===== config.mk =====
export PLATFORM = sky130hd
export DESIGN_NAME = divider64_seq
export DESIGN_NICKNAME = d
export VERILOG_FILES = /design/src/rtl/divider64_seq.sv
export SDC_FILE = /design/constraint.sdc
export NUM_CORES = 1
export LEC_CHECK = 0
export BUFFER_PORTS_ARGS = -buffer_cell sky130_fd_sc_hd__clkbuf_2
export CAP_MARGIN = 25
export CORE_UTILIZATION = 60
export CTS_CLUSTER_SIZE = 20
export DETAILED_ROUTE_END_ITERATION = 10
export GPL_TIMING_DRIVEN = 0
export PLACE_DENSITY = 0.85
export REMOVE_ABC_BUFFERS = 1
export SLEW_MARGIN = 5
export SYNTH_ARGS = -nofsm -noshare
export SYNTH_HDL_FRONTEND = slang
export SYNTH_SLANG_ARGS = --single-unit
export TNS_END_PERCENT = 10

===== constraint.sdc =====
create_clock -name clk -period 5.5 [get_ports clk]
set_input_delay 0.55 -clock clk [delete_from_list [all_inputs] [get_ports clk]]
set_output_delay 0.55 -clock clk [all_outputs]
set_load 0.005 [all_outputs]

===== src/rtl/divider64_seq.sv =====
// Iterative radix-2 restoring divider for the BDPU arithmetic unit.
// One quotient bit is resolved per clock; results come back with a
// one-cycle done strobe and are held until the next accepted start.
// Optional build macro: DIV_SIGNED_EN adds a signed_op input that selects
// two's complement division (truncating toward zero).
module divider64_seq #(
    parameter int WIDTH = 64
) (
    input  logic             clk,
    input  logic             rst,
    input  logic             start,
`ifdef DIV_SIGNED_EN
    input  logic             signed_op,
`endif
    input  logic [WIDTH-1:0] dividend,
    input  logic [WIDTH-1:0] divisor,
    output logic             busy,
    output logic             done,
    output logic [WIDTH-1:0] quotient,
    output logic [WIDTH-1:0] remainder,
    output logic             div_by_zero
);

    localparam int CNT_W = $clog2(WIDTH);
    localparam logic [CNT_W-1:0] LAST_CNT = CNT_W'(WIDTH - 1);

    typedef enum logic [1:0] {
        IDLE,
        CALC,
        ZERO,
        DONE
    } state_t;

    state_t state;
    state_t next_state;

    logic [CNT_W-1:0] cnt;
    logic [WIDTH-1:0] r_reg;
    logic [WIDTH-1:0] q_reg;
    logic [WIDTH-1:0] dvs_reg;
    logic [WIDTH-1:0] dvd_reg;

    logic             accept;
    logic [WIDTH-1:0] dvd_mag;
    logic [WIDTH-1:0] dvs_mag;
    logic [WIDTH:0]   trial;
    logic [WIDTH-1:0] q_next;
    logic [WIDTH-1:0] r_next;
    logic [WIDTH-1:0] quot_final;
    logic [WIDTH-1:0] rem_final;

`ifdef DIV_SIGNED_EN
    logic neg_q_in;
    logic neg_r_in;
    logic neg_q;
    logic neg_r;
`endif

    assign accept = start && ((state == IDLE) || (state == DONE));

    // Operand magnitudes presented to the unsigned core at accept time
    always_comb begin
        dvd_mag = dividend;
        dvs_mag = divisor;
`ifdef DIV_SIGNED_EN
        neg_r_in = signed_op && dividend[WIDTH-1];
        neg_q_in = signed_op && (dividend[WIDTH-1] ^ divisor[WIDTH-1]);
        if (signed_op && dividend[WIDTH-1]) begin
            dvd_mag = -dividend;
        end
        if (signed_op && divisor[WIDTH-1]) begin
            dvs_mag = -divisor;
        end
`endif
    end

    // One restoring step: trial subtract, keep it if non-negative
    always_comb begin
        trial = {r_reg, q_reg[WIDTH-1]} - {1'b0, dvs_reg};
        q_next = {q_reg[WIDTH-2:0], ~trial[WIDTH]};
        if (trial[WIDTH]) begin
            r_next = {r_reg[WIDTH-2:0], q_reg[WIDTH-1]};
        end else begin
            r_next = trial[WIDTH-1:0];
        end
    end

    // Sign fix-up of the final step's results (identity for unsigned)
    always_comb begin
        quot_final = q_next;
        rem_final  = r_next;
`ifdef DIV_SIGNED_EN
        if (neg_q) begin
            quot_final = -q_next;
        end
        if (neg_r) begin
            rem_final = -r_next;
        end
`endif
    end

    // State register
    always_ff @(posedge clk) begin
        if (rst) begin
            state <= IDLE;
        end else begin
            state <= next_state;
        end
    end

    // Next-state logic and status outputs
    always_comb begin
        next_state = state;
        busy       = 1'b0;
        done       = 1'b0;
        case (state)
            IDLE: begin
                if (start) begin
                    next_state = (divisor == '0) ? ZERO : CALC;
                end
            end
            CALC: begin
                busy = 1'b1;
                if (cnt == LAST_CNT) begin
                    next_state = DONE;
                end
            end
            ZERO: begin
                next_state = DONE;
            end
            DONE: begin
                done = 1'b1;
                if (start) begin
                    next_state = (divisor == '0) ? ZERO : CALC;
                end else begin
                    next_state = IDLE;
                end
            end
            default: begin
                next_state = IDLE;
            end
        endcase
    end

    // Datapath: operand capture, iteration, and result registers
    always_ff @(posedge clk) begin
        if (rst) begin
            cnt         <= '0;
            r_reg       <= '0;
            q_reg       <= '0;
            dvs_reg     <= '0;
            dvd_reg     <= '0;
            quotient    <= '0;
            remainder   <= '0;
            div_by_zero <= 1'b0;
`ifdef DIV_SIGNED_EN
            neg_q       <= 1'b0;
            neg_r       <= 1'b0;
`endif
        end else if (accept) begin
            cnt         <= '0;
            r_reg       <= '0;
            q_reg       <= dvd_mag;
            dvs_reg     <= dvs_mag;
            dvd_reg     <= dividend;
            div_by_zero <= 1'b0;
`ifdef DIV_SIGNED_EN
            neg_q       <= neg_q_in;
            neg_r       <= neg_r_in;
`endif
        end else if (state == CALC) begin
            r_reg <= r_next;
            q_reg <= q_next;
            cnt   <= cnt + 1'b1;
            if (cnt == LAST_CNT) begin
                quotient  <= quot_final;
                remainder <= rem_final;
            end
        end else if (state == ZERO) begin
            quotient    <= '1;
            remainder   <= dvd_reg;
            div_by_zero <= 1'b1;
        end
    end

endmodule


==> qor.yml <==
timing:
  holdWs_ns: 0.243
  hold_violations: 0
  finalSetupViolCount: 0
  fmax_ghz: 0.238
  post-route-min-period_ns: 4.20
  clock_skew_ns: 0.0173
  tightest_slew_ns: 1.03
  setup_tns_ns: 0
  fin_crit_sh: 0.763
  relSlewSlack: 0.308
  slew_violations: 0
  rsz0062_at_grt: "no"
detailed_routing:
  ant_nets: 0
  via_per_inst: 6.04
  routedWlPerCell_um: 17.9
  drcViolationCount: 0
  drt_first_pass_iters: 6
  vias: 18446
  drt_iter0_drc: 1486
  detail_route.wirelength_mm: 54.8
yosys:
  synth_area_leaders: "dfxtp_1, a21oi_1, nand2_1, o21ai_0, ha_1"
  ys_seq_elements: 393
  synth_cells: 2473
  synth_top_area_share: 0.406
  syn_avg_cell_area_um2: 7.84
  ys_seq_area_frac: 0.406
  synth_area_mm2: 0.0194
  yosysWarnings: 0
  async_flop_share: 0
  synth_cell_types: 77
  synth_top_area_cell: "dfxtp_1"
  ys_dominant_reg_cell: "dfxtp_1"
  synth_edf_count: 0
floorplan:
  core_mm2: 0.0317
  die_h_um: 182
  initial_core_util: 0.612
  die-area_mm2: 0.0330
  rows: 65
  die_x_um: 182
  ios: 262
placed_design:
  dpl.hpwl_mm: 37.2
  dp_cells: 2978
  io_buffers: 261
  place_congestion: 0.914
clock_tree:
  insertion_delay_ns: 0.54
  cts-root-buf: "clkbuf_16"
  hold_buffers: 0
  cts_made_buffers: 41
  cts.clk_slew.worst_paths_ns: 0.06
  cts.sinks: 393
  ctsHtreeMaxLevel: 2
  postCtsResizedCells: 0
  tritoncts: "done"
  cts_setup_buffers: 0
  cts_max_path_buffers: 3
cells_and_area:
  final_nets: 2822
  instances_no_fill: 3056
  final_layout_size_suffix_gt1_frac: 0.167
  area_growth_pct: 15.8
status:
  status: "finished clean"
worst_setup_path:
  cp_slowest_stage_delay_ns: 0.61
  crit_path_end_kind: "flop"
  critical_path_class: "reg -> reg"
  path_cells: "inv_1 -> ha_1 -> fa_1 -> nand2b_1 -> a21oi_1 -> o21ai_1 -> a2111o_1 -> a31oi_1 -> nand4b_1 -> and3_1 -> nor2_1 -> a211oi_1 -> o32ai_1"
  arrival_ns: 4.57
  critPathRequiredTime_ns: 5.87
  crit_path_max_fanout: 12
  cp-start-kind: "flop"
  worst_path_max_delay_cell: "and3_1"
power_and_ir_drop:
  total_leakage_power_nw: 9.33
  irDropWorstVdd_mv: 0.750
  p_per_area_mw_per_mm2: 810
run:
  cap_violations: 0
global_route:
  overflow: 0
  antenna_found_initial: 3
  grt_pass1_vias: 17669
  grt_pass1_wl_mm: 88.2
  grt_use_total: 0.324
  grt_max_degree: 134
hold_path:
  hold_path.class: "in -> reg"
[cell families (layout without fill, tap and decap cells)]
group	count (synthesis)	count (layout)	share of synthesized area
compound gates	821	821	0.236
simple gates	762	762	0.171
flops	393	393	0.406
buf+inv	257	435	0.0533
mux	108	108	0.0599
fa+ha+maj	71	71	0.0462
xor+xnor	61	61	0.0275
other cells	0	3	0
[report_power, final]
part	switching, mW	internal [mW]	leakage, nW
clock network	1.19	1.82	0.719
logic	6.80	4.22	5.39
registers	0.500	3.67	3.22
total	8.48	9.71	9.33
[final cells by class]
type / count / area (um^2)
Timing Repair Buffer: 279 / 1750
Fill cell: 2483 / 9250
Tap cell: 402 / 503
Antenna cell: 3 / 7.51
Clock buffer: 58 / 1240
Multi-Input combinational cell: 1823 / 10600
Clock inverter: 16 / 228
Sequential cell: 393 / 7870
Inverter: 82 / 310
[critical path: cells and delay by family, from the launching register on]
family                     cells  cell delay (ns)
buffers and inverters          1             0.07
adders and majority gates      2             0.68
and+or+nand+nor                4             1.14
DFF                            1             0.34
AOI/OAI and AO/OA              6             1.80
[per-stage QoR]
step                      area, um^2  utilization  power, mW  setup slack [ns]
after floorplan                18700            -       11.8             -3.48
after global placement         20500        0.646       13.5            -10.08
after detailed placement       21000        0.661       15.0              1.01
after CTS                      22400        0.708       18.0             0.914
after global routing           22500        0.708       19.4              1.05
final                          22500        0.708       18.2              1.30
[routing by layer]
layer  track usage  vias to the layer above  share of wire
met5             0                        -        0.00020
met4         0.126                        2          0.036
met3        0.0449                      134          0.065
met2         0.556                      707           0.48
met1         0.410                     8709           0.42
li1              -                     8894              -
[synth_stat cells, drive strengths merged (14+ instances only)]
cell,instances
nor3,17
and2,47
inv,82
a21oi,391
nor2,68
mux2,64
buf,33
o21ai,280
dfxtp,393
nand3,15
a31oi,18
ha,70
a21o,24
xor2,30
mux2i,44
clkbuf,142
o21a,14
nand4,29
nand2,514
xnor2,31
nor4,24
[path summary, 6_finish.rpt]
check	from	to	slack, ns	depth (start not counted)
worst min register to register	remainder[23]	remainder[23]	0.45	2
worst max-delay path	q_reg[63]	remainder[42]	1.30	13
worst max register to register	q_reg[63]	remainder[42]	1.30	13
worst min-delay path	divisor[57]	dvs_reg[57]	0.24	3
[cells in the final DEF, fill, tap and decap left out, types with 23 or more instances in the layout]
master / netlist / final
nand2_1: 514 / 513
dfxtp_1: 393 / 393
a21oi_1: 389 / 389
clkbuf_2: 1 / 260
o21ai_0: 247 / 247
inv_1: 82 / 81
ha_1: 70 / 69
nor2_1: 68 / 65
mux2_2: 64 / 64
and2_1: 45 / 44
mux2i_1: 44 / 44
clkbuf_16: 0 / 43
o21ai_1: 32 / 32
xnor2_1: 31 / 31
xor2_1: 30 / 30
nand4_1: 29 / 29
a21o_1: 24 / 24
nor4_1: 23 / 23
No activity file was read; power rests on OpenSTA's default activity.
